$ cat src/rtl/regwb_pkg.sv
// rtl/regwb_pkg.sv - shared constants and types for the register writeback arbiter
package regwb_pkg;

  localparam int AW_DEF         = 6;
  localparam int DW_DEF         = 32;
  localparam int STARVE_MAX_DEF = 3;
  localparam int FIFO_DEPTH     = 2;

  typedef struct packed {
    logic [AW_DEF-1:0] addr;
    logic [DW_DEF-1:0] data;
  } regwb_entry_t;

  typedef enum logic [1:0] {
    GNT_NONE = 2'd0,
    GNT_A    = 2'd1,
    GNT_B    = 2'd2
  } grant_e;

endpackage

$ cat src/rtl/regwb_arbiter_if.sv
// rtl/regwb_arbiter_if.sv - writeback request ports and register file write port
interface regwb_arbiter_if
  import regwb_pkg::*;
#(
  parameter int AW = AW_DEF,
  parameter int DW = DW_DEF
);

  logic          a_valid;
  logic          a_ready;
  logic [AW-1:0] a_addr;
  logic [DW-1:0] a_data;

  logic          b_valid;
  logic          b_ready;
  logic [AW-1:0] b_addr;
  logic [DW-1:0] b_data;

  logic          regwe;
  logic [AW-1:0] Rw;
  logic [DW-1:0] Din;

  modport master (
    output a_valid, a_addr, a_data,
    output b_valid, b_addr, b_data,
    input  a_ready, b_ready,
    input  regwe, Rw, Din
  );

  modport slave (
    input  a_valid, a_addr, a_data,
    input  b_valid, b_addr, b_data,
    output a_ready, b_ready,
    output regwe, Rw, Din
  );

endinterface

$ cat src/rtl/regwb_fifo2.sv
// rtl/regwb_fifo2.sv - two-entry queue for port B writebacks
// Exposes every slot's address and valid bit so the arbiter can detect write-after-write hazards.
module regwb_fifo2
  import regwb_pkg::*;
#(
  parameter int AW = AW_DEF,
  parameter int DW = DW_DEF
) (
  input  logic                  clk,
  input  logic                  reset_n,
  input  logic                  push,
  input  logic [AW-1:0]         push_addr,
  input  logic [DW-1:0]         push_data,
  input  logic                  pop,
  output logic                  full,
  output logic                  empty,
  output logic [AW-1:0]         head_addr,
  output logic [DW-1:0]         head_data,
  output logic [AW-1:0]         ent_addr [FIFO_DEPTH],
  output logic [FIFO_DEPTH-1:0] ent_valid
);

  logic [AW-1:0] addr_q [FIFO_DEPTH];
  logic [DW-1:0] data_q [FIFO_DEPTH];
  logic          rd_ptr;
  logic          wr_ptr;
  logic [1:0]    count;
  logic          do_push;
  logic          do_pop;

  // full is registered state, so a push is refused on a full queue even if it pops this edge
  assign do_push = push && !full;
  assign do_pop  = pop && !empty;

  always_ff @(posedge clk or negedge reset_n) begin
    if (!reset_n) begin
      rd_ptr <= 1'b0;
      wr_ptr <= 1'b0;
      count  <= 2'd0;
      for (int i = 0; i < FIFO_DEPTH; i++) begin
        addr_q[i] <= '0;
        data_q[i] <= '0;
      end
    end else begin
      if (do_push) begin
        addr_q[wr_ptr] <= push_addr;
        data_q[wr_ptr] <= push_data;
        wr_ptr         <= ~wr_ptr;
      end
      if (do_pop) begin
        rd_ptr <= ~rd_ptr;
      end
      case ({do_push, do_pop})
        2'b10:   count <= count + 2'd1;
        2'b01:   count <= count - 2'd1;
        default: count <= count;
      endcase
    end
  end

  assign full      = (count == 2'd2);
  assign empty     = (count == 2'd0);
  assign head_addr = addr_q[rd_ptr];
  assign head_data = data_q[rd_ptr];
  assign ent_addr  = addr_q;

  always_comb begin
    ent_valid          = '0;
    ent_valid[rd_ptr]  = !empty;
    ent_valid[~rd_ptr] = full;
  end

endmodule

$ cat src/rtl/regwb_arbiter.sv
// rtl/regwb_arbiter.sv - arbitrates ALU (A) and queued load (B) writebacks onto one register file port
// A wins by default; B is forced after STARVE_MAX denied cycles and A yields on a pending same-address write.
module regwb_arbiter
  import regwb_pkg::*;
#(
  parameter int AW         = AW_DEF,
  parameter int DW         = DW_DEF,
  parameter int STARVE_MAX = STARVE_MAX_DEF
) (
  input  logic           clk,
  input  logic           reset_n,
  regwb_arbiter_if.slave bus
);

  localparam logic [1:0] STARVE_LIM = 2'(STARVE_MAX);

  logic                  fifo_full;
  logic                  fifo_empty;
  logic                  push;
  logic                  pop;
  logic [AW-1:0]         head_addr;
  logic [DW-1:0]         head_data;
  logic [AW-1:0]         ent_addr [FIFO_DEPTH];
  logic [FIFO_DEPTH-1:0] ent_valid;
  logic [1:0]            starve_cnt;
  logic                  armed;
  logic                  a_blocked;
  grant_e                gnt;

  regwb_fifo2 #(
    .AW (AW),
    .DW (DW)
  ) u_fifo (
    .clk       (clk),
    .reset_n   (reset_n),
    .push      (push),
    .push_addr (bus.b_addr),
    .push_data (bus.b_data),
    .pop       (pop),
    .full      (fifo_full),
    .empty     (fifo_empty),
    .head_addr (head_addr),
    .head_data (head_data),
    .ent_addr  (ent_addr),
    .ent_valid (ent_valid)
  );

  always_comb begin
    a_blocked = 1'b0;
    for (int i = 0; i < FIFO_DEPTH; i++) begin
      if (ent_valid[i] && (ent_addr[i] == bus.a_addr)) begin
        a_blocked = 1'b1;
      end
    end
  end

  // armed stays low for the first edge after reset so nothing commits on it
  always_comb begin
    gnt = GNT_NONE;
    if (armed) begin
      if (!fifo_empty && (starve_cnt == STARVE_LIM)) begin
        gnt = GNT_B;
      end else if (bus.a_valid && !a_blocked) begin
        gnt = GNT_A;
      end else if (!fifo_empty) begin
        gnt = GNT_B;
      end
    end
  end

  assign bus.a_ready = (gnt == GNT_A);
  assign bus.b_ready = !fifo_full;
  assign push        = bus.b_valid && !fifo_full;
  assign pop         = (gnt == GNT_B);

  always_ff @(posedge clk or negedge reset_n) begin
    if (!reset_n) begin
      armed      <= 1'b0;
      starve_cnt <= 2'd0;
      bus.regwe  <= 1'b0;
      bus.Rw     <= '0;
      bus.Din    <= '0;
    end else begin
      armed <= 1'b1;
      if (fifo_empty || (gnt == GNT_B)) begin
        starve_cnt <= 2'd0;
      end else if (starve_cnt != STARVE_LIM) begin
        starve_cnt <= starve_cnt + 2'd1;
      end
      bus.regwe <= (gnt != GNT_NONE);
      case (gnt)
        GNT_A: begin
          bus.Rw  <= bus.a_addr;
          bus.Din <= bus.a_data;
        end
        GNT_B: begin
          bus.Rw  <= head_addr;
          bus.Din <= head_data;
        end
        default: begin
          bus.Rw  <= bus.Rw;
          bus.Din <= bus.Din;
        end
      endcase
    end
  end

endmodule

$ cat src/flat_wrapper.sv
// flat-port wrapper written by rule: the top's interface ports become plain ports
module regwb_arbiter_flat import regwb_pkg::*;
#(
  parameter int AW         = AW_DEF,
  parameter int DW         = DW_DEF,
  parameter int STARVE_MAX = STARVE_MAX_DEF
)
  (clk, reset_n, bus_a_valid, bus_a_addr, bus_a_data, bus_b_valid, bus_b_addr, bus_b_data, bus_a_ready, bus_b_ready, bus_regwe, bus_Rw, bus_Din);
  regwb_arbiter_if #(.AW(AW), .DW(DW)) bus_i ();
  input  logic clk;
  input  logic reset_n;
  input wire logic [$bits(bus_i.a_valid)-1:0] bus_a_valid;
  input wire logic [$bits(bus_i.a_addr)-1:0] bus_a_addr;
  input wire logic [$bits(bus_i.a_data)-1:0] bus_a_data;
  input wire logic [$bits(bus_i.b_valid)-1:0] bus_b_valid;
  input wire logic [$bits(bus_i.b_addr)-1:0] bus_b_addr;
  input wire logic [$bits(bus_i.b_data)-1:0] bus_b_data;
  output wire logic [$bits(bus_i.a_ready)-1:0] bus_a_ready;
  output wire logic [$bits(bus_i.b_ready)-1:0] bus_b_ready;
  output wire logic [$bits(bus_i.regwe)-1:0] bus_regwe;
  output wire logic [$bits(bus_i.Rw)-1:0] bus_Rw;
  output wire logic [$bits(bus_i.Din)-1:0] bus_Din;
  assign bus_i.a_valid = bus_a_valid;
  assign bus_i.a_addr = bus_a_addr;
  assign bus_i.a_data = bus_a_data;
  assign bus_i.b_valid = bus_b_valid;
  assign bus_i.b_addr = bus_b_addr;
  assign bus_i.b_data = bus_b_data;
  assign bus_a_ready = bus_i.a_ready;
  assign bus_b_ready = bus_i.b_ready;
  assign bus_regwe = bus_i.regwe;
  assign bus_Rw = bus_i.Rw;
  assign bus_Din = bus_i.Din;
  regwb_arbiter #(.AW(AW), .DW(DW), .STARVE_MAX(STARVE_MAX)) u_core (.clk(clk), .reset_n(reset_n), .bus(bus_i));
endmodule
$ cat config.mk
export PLATFORM = sky130hd
export DESIGN_NAME = regwb_arbiter_flat
export DESIGN_NICKNAME = d
export VERILOG_FILES = /design/src/rtl/regwb_pkg.sv /design/src/rtl/regwb_arbiter_if.sv /design/src/rtl/regwb_fifo2.sv /design/src/rtl/regwb_arbiter.sv /design/src/flat_wrapper.sv
export SDC_FILE = /design/constraint.sdc
export NUM_CORES = 1
export LEC_CHECK = 0
export BUFFER_PORTS_ARGS = -buffer_cell sky130_fd_sc_hd__buf_2
export CAP_MARGIN = 20
export CORE_MARGIN = 2
export CORE_UTILIZATION = 31
export CTS_CLUSTER_DIAMETER = 150
export CTS_CLUSTER_SIZE = 10
export DETAILED_ROUTE_END_ITERATION = 6
export GPL_ROUTABILITY_DRIVEN = 0
export GPL_TIMING_DRIVEN = 0
export HOLD_SLACK_MARGIN = 0.03
export PLACE_DENSITY = 0.49
export SLEW_MARGIN = 10
export SYNTH_ARGS = -nofsm -noshare
export SYNTH_HDL_FRONTEND = slang
export SYNTH_SLANG_ARGS = --single-unit
$ cat constraint.sdc
create_clock -name clk -period 3.8 [get_ports clk]
set_clock_uncertainty 0.1 [all_clocks]
set_input_delay 0.76 -clock clk [delete_from_list [all_inputs] [get_ports clk]]
set_output_delay 0.76 -clock clk [all_outputs]
set_load 0.1 [all_outputs]
After elaboration in Yosys (flattened, before gate mapping)

Cells that the tools add are included.

$add $sub $neg: 3
$mul: 0
Div/mod/pow operators: 0
Order comparisons: 7
Equal/unequal tests: 9
Shift-type cells: 0
Mux-type cells: 28
Bitwise gates (word level): 5
Reduce and logical (&&, ||, !) cells: 19

Operator list:

| operator                                                 | count |
|---|---|
| two-way mux 32 bit                                       | 4 |
| bitwise mux 64 bit                                       | 1 |
| case mux 32 bit (2 select lines)                         | 1 |
| demux 32 bit (select 1 bit)                              | 1 |
| two-way mux 6 bit                                        | 4 |
| bitwise mux 12 bit                                       | 1 |
| equality test 6 bit                                      | 2 |
| two-way mux 2 bit                                        | 6 |
| case mux 6 bit (2 select lines)                          | 1 |
| logical AND 1 bit                                        | 10 |
| equality test 2 bit, second input constant               | 4 |
| nonzero test 2 bit                                       | 4 |
| demux 6 bit (select 1 bit)                               | 1 |
| adder 2 x 1 -> 2 bit, second input constant              | 2 |
| equality test 2 x 1 -> 1 bit, second input constant      | 2 |
| greater-or-equal comparator 2 bit, second input constant | 2 |
| < comparator 1 x 2 -> 1 bit, second input constant       | 2 |
| two-way mux 1 bit                                        | 4 |
| inverter 1 -> 2 bit                                      | 2 |
| case mux 2 bit (2 select lines)                          | 1 |
| logical NOT 1 bit                                        | 3 |
| bitwise AND 2 bit                                        | 1 |
| bitwise mux 2 bit                                        | 1 |
| demux 1 bit (select 1 bit)                               | 2 |
| other kinds (7)                                          | 9 |

Register bits: 122
Bits in latches: 0
Memory bits (writable): 0
Bits in read-only memories: 0
Input bits: 80
Output and inout bits: 41
Word-level logic and storage cells: 83
Memories kept: 0

Longest topological paths before layout

Word-level depth: 18
Depth in mapped cells: 13
Mapped depth without buffers: 10

By module

A second synthesis with hierarchy kept.

Cell total of the unflattened synthesis: 429
Area total of the unflattened synthesis: 5704.2 um^2

Modules (own cells, without submodules):

| module        | times used | cells each | area an instance (um^2) | seq. area each (um^2) |
|---|---|---|---|---|
| regwb_fifo2   | 1          | 225        | 3606.0                  | 2001.9 |
| regwb_arbiter | 1          | 204        | 2098.3                  | 1051.0 |

Worst setup path after synthesis

OpenSTA, ideal clock, no wires.

Kind: in2reg
Start: in bus_a_addr[1]
End: reg u_core.u_fifo.count[1]
Setup time: 79 ps
Arrival time: 2864 ps
Data required time: 3621 ps
Setup slack: 757 ps
Stages: 11
Path buffers: 2
Cell sequence: xor2_1 -> nor4_1 -> nand4_1 -> a41oi_1 -> ha_1 -> buf_2 -> clkbuf_1 -> nor2b_1 -> ha_1 -> nor2_1 -> xor2_1

Longest elaborated chain between the ends: 13
Elaborated cells on any way between the ends: 17
Those cells by class: 5 x eq/ne; 6 x mux; 6 x reduce/logical

RTL lines:

| what                                                                         | RTL line            | text |
|---|---|---|
| start, declared                                                              | flat_wrapper.sv:13  | `input wire logic [$bits(bus_i.a_addr)-1:0] bus_a_addr;` |
| equality test 6 bit                                                          | regwb_arbiter.sv:51 | `if (ent_valid[i] && (ent_addr[i] == bus.a_addr)) begin` |
| logical AND 1 bit                                                            | regwb_arbiter.sv:51 |  |
| two-way mux 1 bit                                                            | regwb_arbiter.sv:51 |  |
| two-way mux 1 bit *                                                          | regwb_arbiter.sv:51 |  |
| logical NOT 1 bit *                                                          | regwb_arbiter.sv:63 | `end else if (bus.a_valid && !a_blocked) begin` |
| logical AND 1 bit *                                                          | regwb_arbiter.sv:63 |  |
| two-way mux 2 bit *                                                          | regwb_arbiter.sv:63 |  |
| two-way mux 2 bit *                                                          | regwb_arbiter.sv:61 | `if (!fifo_empty && (starve_cnt == STARVE_LIM)) begin` |
| two-way mux 2 bit *                                                          | regwb_arbiter.sv:60 | `if (armed) begin` |
| equality test 2 bit *                                                        | regwb_arbiter.sv:74 | `assign pop = (gnt == GNT_B);` |
| logical AND 1 bit *                                                          | regwb_fifo2.sv:33   | `assign do_pop = pop && !empty;` |
| named net u_core.u_fifo.do_pop                                               | regwb_fifo2.sv:29   | `logic do_pop;` |
| equality test 2 x 1 -> 1 bit / equality test 2 bit (equally long branches)   | regwb_fifo2.sv:53   | `case ({do_push, do_pop})` |
| case mux 2 bit (2 select lines) / nonzero test 2 bit (equally long branches) | -                   |  |
| end signal, assigned                                                         | regwb_fifo2.sv:54   | `2'b10: count <= count + 2'd1;` |
| end signal, assigned                                                         | regwb_fifo2.sv:55   | `2'b01: count <= count - 2'd1;` |
| end signal, assigned                                                         | regwb_fifo2.sv:56   | `default: count <= count;` |
| end, declared                                                                | regwb_fifo2.sv:27   | `logic [1:0] count;` |

Mark *: on every way through the listed nets, which the timed path passes. The rest lies on a longest branch.
A chain may end at the register's enable or synchronous reset.

Worst setup path after layout

Ends and elaborated chain as after synthesis.

==> flow_metrics.env <==
export IMPL_outcome="complete, no violations"
export IMPL_synth_edf_count=0
export IMPL_slew_headroom_pct=53.4
export IMPL_fmax_mhz=288
export IMPL_grt_pass1_vias=4098
export IMPL_wl_mm=13.9
export IMPL_avgSynthCellArea_um2=13.5
export IMPL_cts_buffer_depth=2
export IMPL_antenna_found_initial=0
export IMPL_die_area_mm2=0.0198
export IMPL_vias=3790
export IMPL_mostFrequentLayoutCells="129 x buf_2, 122 x dfrtp_1, 74 x mux2_2"
export IMPL_netlist_area_mm2=0.00578
export IMPL_hpwl_mm=9.61
export IMPL_drc=0
export IMPL_ys_ff_latch=122
export IMPL_antenna_cells=0
export IMPL_hold_violations=0
export IMPL_worstReg2RegStart="u_core.u_fifo.rd_ptr$_DFFE_PN0P_"
export IMPL_track_usage_pct=14.8
export IMPL_cp_required_ns=4.03
export IMPL_synth_cell_types=32
export IMPL_reg2regPathDepth=12
export IMPL_post_route_min_period_ns=3.47
export IMPL_hold_path_class="primary input to async pin"
export IMPL_cts_sinks=122
export IMPL_finalInstanceArea_mm2=0.00735
export IMPL_cts_tree="built"
export IMPL_rrSetupSlack_ns=0.39
export IMPL_timing_hold_ws_ns=0.199
export IMPL_fin_tns_setup_ns=0
export IMPL_stdcell_count=809
export IMPL_layout_commonest_cell="buf_2"
export IMPL_ys_flop_type="dfrtp_1"
export IMPL_worst_pin_slew_ns=0.699
export IMPL_cts_buffers=17
export IMPL_maxCapViolCount=0
export IMPL_portBuffers=120
export IMPL_core_area_mm2=0.0181
export IMPL_die_y_um=141
export IMPL_path_class="primary input to flop"
export IMPL_dr_pass1_iters=4
export IMPL_gr_total_overflow=0
export IMPL_nets=652
export IMPL_postCtsHoldBufs=0
export IMPL_final_period_utilization_pct=91.4
export IMPL_drive_gt1_share_pct=49.7
export IMPL_critPathMaxFanout=10
export IMPL_clkLatencyLatePin_ns=0.41
export IMPL_grt_pass1_wl_mm=22.2
export IMPL_synthToLayoutAreaGrowth_pct=27.0
export IMPL_cts_clk_slew_worst_paths_ns=0.06
export IMPL_worstSetupStartpointType="primary input"
export IMPL_setup_viol=0
export IMPL_top_level_ports=121
export IMPL_h_tree_depth=4
export IMPL_fillers=1757
export IMPL_synth_seq_area_share_pct=52.8
export IMPL_die_x_um=141
export IMPL_ctsResizeCount=0
export IMPL_ys_warn_count=0
export IMPL_grt_max_degree=67
export IMPL_num_rows=49
export IMPL_start_util_pct=31.9
export IMPL_syn_num_nets=512
export IMPL_ant_nets=0
export IMPL_r2r_end="u_core.u_fifo.count[1]$_DFFE_PN0P_"
export IMPL_first_iter_violations=95
export IMPL_syn_inst=427
export IMPL_drv_slew=0
export IMPL_cts_setup_buffers=0
export IMPL_synthArstFlopShare_pct=100
export IMPL_endpoint_kind="flop"
export IMPL_place_area_mm2=0.00670
export IMPL_place_inst=777
export IMPL_avgRoutedWirePerCell_um=17.2
export IMPL_grt_setup_unrepaired="false"
export IMPL_avgViaCountPerCell=4.68
export IMPL_cp_arrival_ns=3.70
export IMPL_root_buffer="clkbuf_16"
critical path: stages:
cell and delay (ns):
buf_2 0.12, xor2_1 0.16, nor4_1 0.36, nand4_1 0.25, a41oi_1 0.30, ha_1 0.17
buf_2 0.19, clkbuf_1 0.48, nor2b_1 0.30, ha_1 0.30, nor2_1 0.15, xor2_1 0.15
metrics by stage:
| stage | util [%] | worst slack (ns) |
|---|---|---|
| final | 40.5 | 0.325 |
| after global routing | 40.5 | 0.0674 |
| after CTS | 40.5 | 0.339 |
| after detailed placement | 36.9 | -0.0864 |
| after global placement | 36.8 | -0.0748 |
| after floorplan | - | 0.757 |
how the worst max path moves through the flow:
stage / from / to / slack (ns) / cells after the start
after global routing: bus_a_addr[0] / u_core.u_fifo.count[1]$_DFFE_PN0P_ / 0.07 / 12
final: bus_a_addr[1] / u_core.u_fifo.count[1]$_DFFE_PN0P_ / 0.33 / 12
after CTS: bus_a_addr[1] / u_core.u_fifo.count[1]$_DFFE_PN0P_ / 0.34 / 12
after detailed placement: bus_a_addr[1] / u_core.bus.Din[15]$_DFFE_PN0P_ / -0.09 / 9
after floorplan: bus_a_addr[1] / u_core.u_fifo.count[1]$_DFFE_PN0P_ / 0.76 / 11
after global placement: bus_a_addr[1] / u_core.bus.Din[19]$_DFFE_PN0P_ / -0.07 / 9
Yosys cell counts, types with 2 or more instances:
| library cell | number | share of area [%] |
|---|---|---|
| a21oi_1 | 38 | 3.3 |
| buf_12 | 2 | 0.69 |
| buf_2 | 10 | 0.87 |
| buf_6 | 5 | 0.97 |
| clkbuf_1 | 9 | 0.58 |
| dfrtp_1 | 122 | 53 |
| ha_1 | 5 | 1.1 |
| inv_1 | 3 | 0.19 |
| mux2_2 | 74 | 14 |
| mux2_4 | 40 | 10 |
| mux2i_1 | 39 | 6.8 |
| nand2_1 | 2 | 0.13 |
| nand4_1 | 2 | 0.22 |
| nor2_1 | 40 | 2.6 |
| nor3_1 | 2 | 0.17 |
| o21ai_0 | 2 | 0.17 |
| xnor2_1 | 11 | 1.7 |
| xor2_1 | 7 | 1.1 |
layer usage:
layer / part of all wire, % / vias up / GRT usage (%)
li1: - / 1781 / -
met1: 46 / 1917 / 18.7
met2: 49 / 81 / 24.8
met3: 4.6 / 11 / 4.42
met4: 1.1 / 0 / 4.42
met5: 0 / - / 0
sequential cells by signal (all words and copies together) (netlist names):
signal                  count
u_core.u_fifo.data_q       64
u_core.bus.Din             32
u_core.u_fifo.ent_addr     12
u_core.bus.Rw               6
u_core.starve_cnt           2
u_core.u_fifo.count         2
u_core.armed                1
u_core.bus.regwe            1
u_core.u_fifo.rd_ptr        1
u_core.u_fifo.wr_ptr        1
kinds of logic after synthesis:
group	synth area share, %
simple gates	4.24
flops	52.8
compound gates	4.11
fa+ha+maj	1.08
xor+xnor	2.73
mux	31.5
buf+inv	3.44
other cells	0.0648
layout make-up:
type	instances	area, um^2	share of cell area, %
buffer	27	188	2.55
clock buffer	19	443	6.03
clock inverter	13	199	2.71
inverter	3	11.3	0.153
multi-input combinational	275	2530	34.5
sequential	122	3050	41.6
tap	229	287	3.90
timing repair buffer	121	634	8.64
Power is not shown: default switching activity piles up to over one toggle a cycle in this logic, so the estimate is an artifact.
